**src/rtl/mem_stage.sv**
```systemverilog
// rtl/mem_stage.sv - RV32I memory-access stage driving a valid/ready data bus and the MEM/WB register.
// Optional MISALIGN_TRAP_EN: misaligned H/W accesses issue no request and pulse err_o.
module mem_stage #(
    parameter int unsigned TIMEOUT = 255
) (
    input  logic        clk_i,
    input  logic        rst_ni,
    input  logic        valid_i,
    input  logic        RegWrite_i,
    input  logic [1:0]  WriteSrc_i,
    input  logic        MemWrite_i,
    input  logic [2:0]  funct3_i,
    input  logic [31:0] ALUout_i,
    input  logic [31:0] regOp2_i,
    input  logic [31:0] pcPlus4_i,
    input  logic [31:0] ImmOp_i,
    input  logic [4:0]  rd_i,
    output logic        dmem_req_o,
    output logic        dmem_we_o,
    output logic [31:0] dmem_addr_o,
    output logic [3:0]  dmem_be_o,
    output logic [31:0] dmem_wdata_o,
    input  logic        dmem_ready_i,
    input  logic [31:0] dmem_rdata_i,
    output logic        stall_o,
    output logic        err_o,
    output logic        RegWrite_o,
    output logic [1:0]  WriteSrc_o,
    output logic [31:0] ALUout_o,
    output logic [31:0] ReadData_o,
    output logic [31:0] pcPlus4_o,
    output logic [31:0] ImmOp_o,
    output logic [4:0]  rd_o
);

    localparam int CNT_W = (TIMEOUT > 0) ? $clog2(TIMEOUT + 1) : 1;
    localparam logic [CNT_W-1:0] TMO = CNT_W'(TIMEOUT);

    typedef enum logic {ST_IDLE, ST_WAIT} state_t;

    state_t           state;
    logic [CNT_W-1:0] wait_cnt;
    logic [1:0]       a;
    logic             access;
    logic             misalign;
    logic             req;
    logic             done;
    logic             abort;
    logic             timeout_hit;
    logic [7:0]       byte_sel;
    logic [15:0]      half_sel;
    logic [31:0]      load_data;

    assign a      = ALUout_i[1:0];
    assign access = valid_i & (MemWrite_i | (WriteSrc_i == 2'b01));

`ifdef MISALIGN_TRAP_EN
    assign misalign = access & (((funct3_i[1:0] == 2'b01) & a[0]) |
                                ((funct3_i[1:0] == 2'b10) & (a != 2'b00)));
`else
    assign misalign = 1'b0;
`endif

    assign timeout_hit = (TIMEOUT != 0) && (wait_cnt == TMO);

    // Ready only counts while a request is on the bus; the timeout cycle drops req first.
    always_comb begin
        req   = 1'b0;
        done  = 1'b1;
        abort = 1'b0;
        case (state)
            ST_IDLE: begin
                if (access & ~misalign) begin
                    req  = 1'b1;
                    done = dmem_ready_i;
                end
                abort = misalign;
            end
            ST_WAIT: begin
                if (timeout_hit) begin
                    abort = 1'b1;
                end else begin
                    req  = 1'b1;
                    done = dmem_ready_i;
                end
            end
            default: ;
        endcase
    end

    assign dmem_req_o   = rst_ni & req;
    assign stall_o      = rst_ni & ~done;
    assign err_o        = rst_ni & abort;
    assign dmem_we_o    = MemWrite_i;
    assign dmem_addr_o  = {ALUout_i[31:2], 2'b00};

    always_comb begin
        case (funct3_i[1:0])
            2'b00: begin
                dmem_be_o    = 4'b0001 << a;
                dmem_wdata_o = {4{regOp2_i[7:0]}};
            end
            2'b01: begin
                dmem_be_o    = a[1] ? 4'b1100 : 4'b0011;
                dmem_wdata_o = {2{regOp2_i[15:0]}};
            end
            default: begin
                dmem_be_o    = 4'b1111;
                dmem_wdata_o = regOp2_i;
            end
        endcase
    end

    assign byte_sel = 8'(dmem_rdata_i >> {a, 3'b000});
    assign half_sel = a[1] ? dmem_rdata_i[31:16] : dmem_rdata_i[15:0];

    always_comb begin
        case (funct3_i)
            3'b000:  load_data = {{24{byte_sel[7]}}, byte_sel};
            3'b001:  load_data = {{16{half_sel[15]}}, half_sel};
            3'b100:  load_data = {24'h0, byte_sel};
            3'b101:  load_data = {16'h0, half_sel};
            default: load_data = dmem_rdata_i;
        endcase
    end

    always_ff @(posedge clk_i or negedge rst_ni) begin
        if (!rst_ni) begin
            state    <= ST_IDLE;
            wait_cnt <= '0;
        end else begin
            case (state)
                ST_IDLE: begin
                    if (!done) begin
                        state    <= ST_WAIT;
                        wait_cnt <= '0;
                    end
                end
                ST_WAIT: begin
                    if (done) state <= ST_IDLE;
                    else      wait_cnt <= wait_cnt + 1'b1;
                end
                default: state <= ST_IDLE;
            endcase
        end
    end

    // MEM/WB register: a stalled cycle writes a bubble and leaves the data fields alone.
    always_ff @(posedge clk_i or negedge rst_ni) begin
        if (!rst_ni) begin
            RegWrite_o <= 1'b0;
            WriteSrc_o <= '0;
            ALUout_o   <= '0;
            ReadData_o <= '0;
            pcPlus4_o  <= '0;
            ImmOp_o    <= '0;
            rd_o       <= '0;
        end else if (!done) begin
            RegWrite_o <= 1'b0;
        end else begin
            RegWrite_o <= valid_i & RegWrite_i & ~abort;
            WriteSrc_o <= WriteSrc_i;
            ALUout_o   <= ALUout_i;
            ReadData_o <= load_data;
            pcPlus4_o  <= pcPlus4_i;
            ImmOp_o    <= ImmOp_i;
            rd_o       <= rd_i;
        end
    end

endmodule

```
**config.mk**
```make
export PLATFORM = sky130hd
export DESIGN_NAME = mem_stage
export DESIGN_NICKNAME = d
export VERILOG_FILES = /design/src/rtl/mem_stage.sv
export SDC_FILE = /design/constraint.sdc
export NUM_CORES = 1
export LEC_CHECK = 0
export ABC_AREA = 0
export BUFFER_PORTS_ARGS = -buffer_cell sky130_fd_sc_hd__buf_2
export CAP_MARGIN = 20
export CORE_MARGIN = 10
export CORE_UTILIZATION = 40
export CTS_BUF_LIST = sky130_fd_sc_hd__clkbuf_8 sky130_fd_sc_hd__clkbuf_16
export CTS_CLUSTER_SIZE = 12
export DETAILED_ROUTE_END_ITERATION = 16
export GPL_TIMING_DRIVEN = 0
export PLACE_DENSITY = 0.73
export SLEW_MARGIN = 20
export SYNTH_ARGS = -nofsm -noshare
export SYNTH_HDL_FRONTEND = slang
export SYNTH_SLANG_ARGS = --single-unit
```
**constraint.sdc**
```tcl
create_clock -name clk_i -period 4 [get_ports clk_i]
set_clock_uncertainty 0.15 [all_clocks]
set_input_delay 0.2 -clock clk_i [delete_from_list [all_inputs] [get_ports clk_i]]
set_output_delay 0.2 -clock clk_i [all_outputs]
set_load 0.03 [all_outputs]
```
==> impl_metrics.toml <==
[outcome]
outcome = "finished clean"

[clocking]
worst_skew_pair.late_latency_ns = 0.42
cts.root.buffer_cell = "clkbuf_16"
h-tree-depth = 4
tritoncts = "built"
clkSinkCount = 145
cts_setup_buffers = 0
cts_made_buffers = 17
clk_path_buf_depth = 2
clk_pin_slew_worst_paths_ns = 0.06

[layout]
final-instance-count-excl-fill = 1335
final_layout_size_suffix_gt1_share_pct = 55.3
nNetsFinal = 1274
area.growth.synth_to_final_pct = 58.9

[die]
initial_utilization_pct = 40.5
die-height_um = 152
core.rowCount = 48
die_area_um2 = 23100
core_um2 = 17200
die_width_um = 152
boundaryPins = 384

[critical_path]
critPathLaunchType = "flop"
crit_chain = "ha_1, and3_1, buf_2, nand3_4, clkbuf_1, nand2_1, a21oi_1, buf_2"
timing.critical_path.arrival_ns = 2.40
path_class = "reg -> out"
critPathMaxFanout = 10
worst_r2r_endpoint = "ReadData_o[13]"
critical_path.startpoint = "wait_cnt[0]"
timing.critical_path.required_ns = 3.65
crit_path_end_kind = "output pin"
reg2reg_slack_ns = 1.79
rr_startpoint = "wait_cnt[0]"
slowest_stage = "dfrtp_1"
timing.reg2reg.worst_path_depth = 6
crit_end = "dmem_req_o"
critPathMaxStageDelay_ns = 0.40
cp_common_cell = "buf_2"

[global_routing]
grt.total_usage_pct = 23.8
first_pass_grt_wire_length_um = 43900
grt_pass1_vias = 7347
grt_start_max_net_pins = 76
gr-total-overflow = 0
initial_antenna_violation_count = 1

[detailed_routing]
finalWirelength_um = 28600
detailedRoute.firstPassIterationCount = 6
dr_total_vias = 6720
vias_per_cell = 5.03
first_iter_violations = 298
routed_wire_length_per_instance_um = 21.4
route.detailed.drc = 0
remaining_antenna_violation_count = 0

[worst_hold_path]
hold_path_startpoint = "dmem_rdata_i[13]"
worst_min_path_class = "in -> reg"
instance_count_along_the_most_critical_hold_path = 3

[flow_run]
drv.max_cap_violation_count = 0

[pwr]
cellLeakagePower_nw = 5.45
power_per_cell_area_nw_per_um2 = 410
irDropWorstVdd_mv = 0.280

[placement]
final_weighted_congestion_in_routability_driven_placement = 0.944
portBuffers = 380
post-dp-hpwl_um = 20800
placedCellCount = 1173

[timing]
holdWs_ns = 0.0272
setup-violations-final = 0
hold_viol_final = 0
max_clock_freq_mhz = 364
max_slew_margin_pct = 52.6
rsz0062_at_grt = "false"
layout_worst_path_cycle_share_pct = 68.8
final.setup.tns_ns = 0
slew_violations = 0
tightestPinTransition_ns = 0.710
final_period_minus_worst_setup_slack_ns = 2.75

[logic_synthesis]
async_flop_share_pct = 100
ys.warnings.count = 0
post_synth_num_cell_types = 48
post_synth_inst_count = 566
ys_dominant_reg_cell = "dfrtp_1"
netlist_area_um2 = 6960
synth-edff-count = 0
synth-seq-area-share_pct = 52.1
syn-mean-instance-area_um2 = 12.3
synth.ff_latch_count = 145
-- routing by layer --
| layer | vias to the layer above | part of all wire, % | track usage, % |
|---|---|---|---|
| li1 | 3075 | - | - |
| met1 | 3234 | 38 | 25.5 |
| met2 | 352 | 52 | 42.5 |
| met3 | 59 | 7.0 | 6.92 |
| met4 | 0 | 3.5 | 10.2 |
| met5 | - | 0 | 0 |
-- timing repair --
item,4_1_cts,5_1_grt
resized for setup,0,0
endpoints found under the hold margin,200,0
hold buffers,130,0
-- synth_stat cells, types with 2 or more instances --
| cell type | instances | area, um^2 |
|---|---|---|
| dfrtp_1 | 145 | 3630 |
| mux2_2 | 121 | 1360 |
| buf_4 | 51 | 383 |
| nand2_1 | 34 | 128 |
| a31oi_1 | 18 | 113 |
| nor3_1 | 18 | 90.1 |
| o21ai_0 | 15 | 75.1 |
| mux2i_1 | 14 | 140 |
| a21oi_1 | 13 | 65.1 |
| a22o_1 | 13 | 114 |
| nand3_1 | 12 | 60.1 |
| clkbuf_1 | 11 | 41.3 |
| buf_2 | 9 | 45.0 |
| o22a_1 | 8 | 70.1 |
| o31ai_1 | 8 | 60.1 |
| nand2b_1 | 7 | 43.8 |
| nor2b_1 | 6 | 37.5 |
| or2_2 | 6 | 37.5 |
| and3_1 | 5 | 31.3 |
| inv_1 | 5 | 18.8 |
| a311oi_1 | 4 | 35.0 |
| buf_6 | 4 | 45.0 |
| o21a_1 | 4 | 30.0 |
| a211oi_1 | 3 | 22.5 |
| buf_1 | 3 | 11.3 |
| a21o_1 | 2 | 15.0 |
| nand4_1 | 2 | 12.5 |
| nor2_1 | 2 | 7.51 |
| o21ba_2 | 2 | 20.0 |
| o21bai_1 | 2 | 15.0 |
| o41ai_2 | 2 | 32.5 |
-- state kept, by name, indices dropped and copies added (netlist names) --
register	count
ALUout_o	32
ImmOp_o	32
ReadData_o	32
pcPlus4_o	32
wait_cnt	8
rd_o	5
WriteSrc_o	2
RegWrite_o	1
state	1
-- report_power, final --
group	switching (W)	internal (W)	total, W
registers	0.0000849	0.00162	0.00170
clock network	0.000628	0.000932	0.00156
logic	0.000783	0.000498	0.00128
-- per-stage QoR --
stage	area (um^2)	worst slack, ns	power, W	utilization (%)
finish	11100	1.25	0.00454	64.4
global route	11100	1.05	0.00472	64.4
CTS	11100	1.22	0.00456	64.4
detailed placement	9190	1.69	0.00289	53.5
global placement	9150	0.293	0.00287	53.3
floorplan	6970	1.77	0.00244	-
-- cells by family (layout without fill, tap and decap cells) --
family,Yosys count,in the layout,share of synthesized area [%]
flops,145,145,52.1
mux,136,136,22.0
compound gates,100,100,10.2
simple gates,99,99,7.56
buf+inv,84,626,7.91
fa+ha+maj,1,1,0.180
other cells,1,3,0.0538
-- cells in the final DEF, fill, tap and decap left out, types with 14 or more instances in the layout --
cell             n
buf_2          388
dfrtp_1        145
dlygate4sd3_1  130
mux2_2         121
buf_4           51
nand2_1         34
nor3_1          18
a31oi_1         18
clkbuf_16       17
o21ai_0         15
mux2i_1         14
-- worst max-delay path, delay by kind of cell, from the launching register on --
| family | cells | cell delay, ns |
|---|---|---|
| buf+inv | 3 | 0.80 |
| compound gates | 1 | 0.12 |
| simple gates | 3 | 0.42 |
| flops | 1 | 0.40 |
| fa+ha+maj | 1 | 0.24 |
-- area by class of cell --
type,instances,area (um^2)
clock inverter,13,136
fill,1275,6110
antenna,1,2.50
inverter,6,25.0
clock buffer,18,439
buffer,78,526
tap,225,282
multi-input combinational,338,2790
timing repair buffer,511,3240
sequential,145,3630
-- worst min path at each step --
stage / end / slack, ns
finish: ReadData_o[13] / 0.03
global route: ReadData_o[13] / 0.03
CTS: ReadData_o[13] / 0.004
detailed placement: ImmOp_o[17] / 0.07
global placement: pcPlus4_o[14] / 0.28
floorplan: ALUout_o[0] / -0.25
Note: power is estimated with default switching activity, not from simulation.
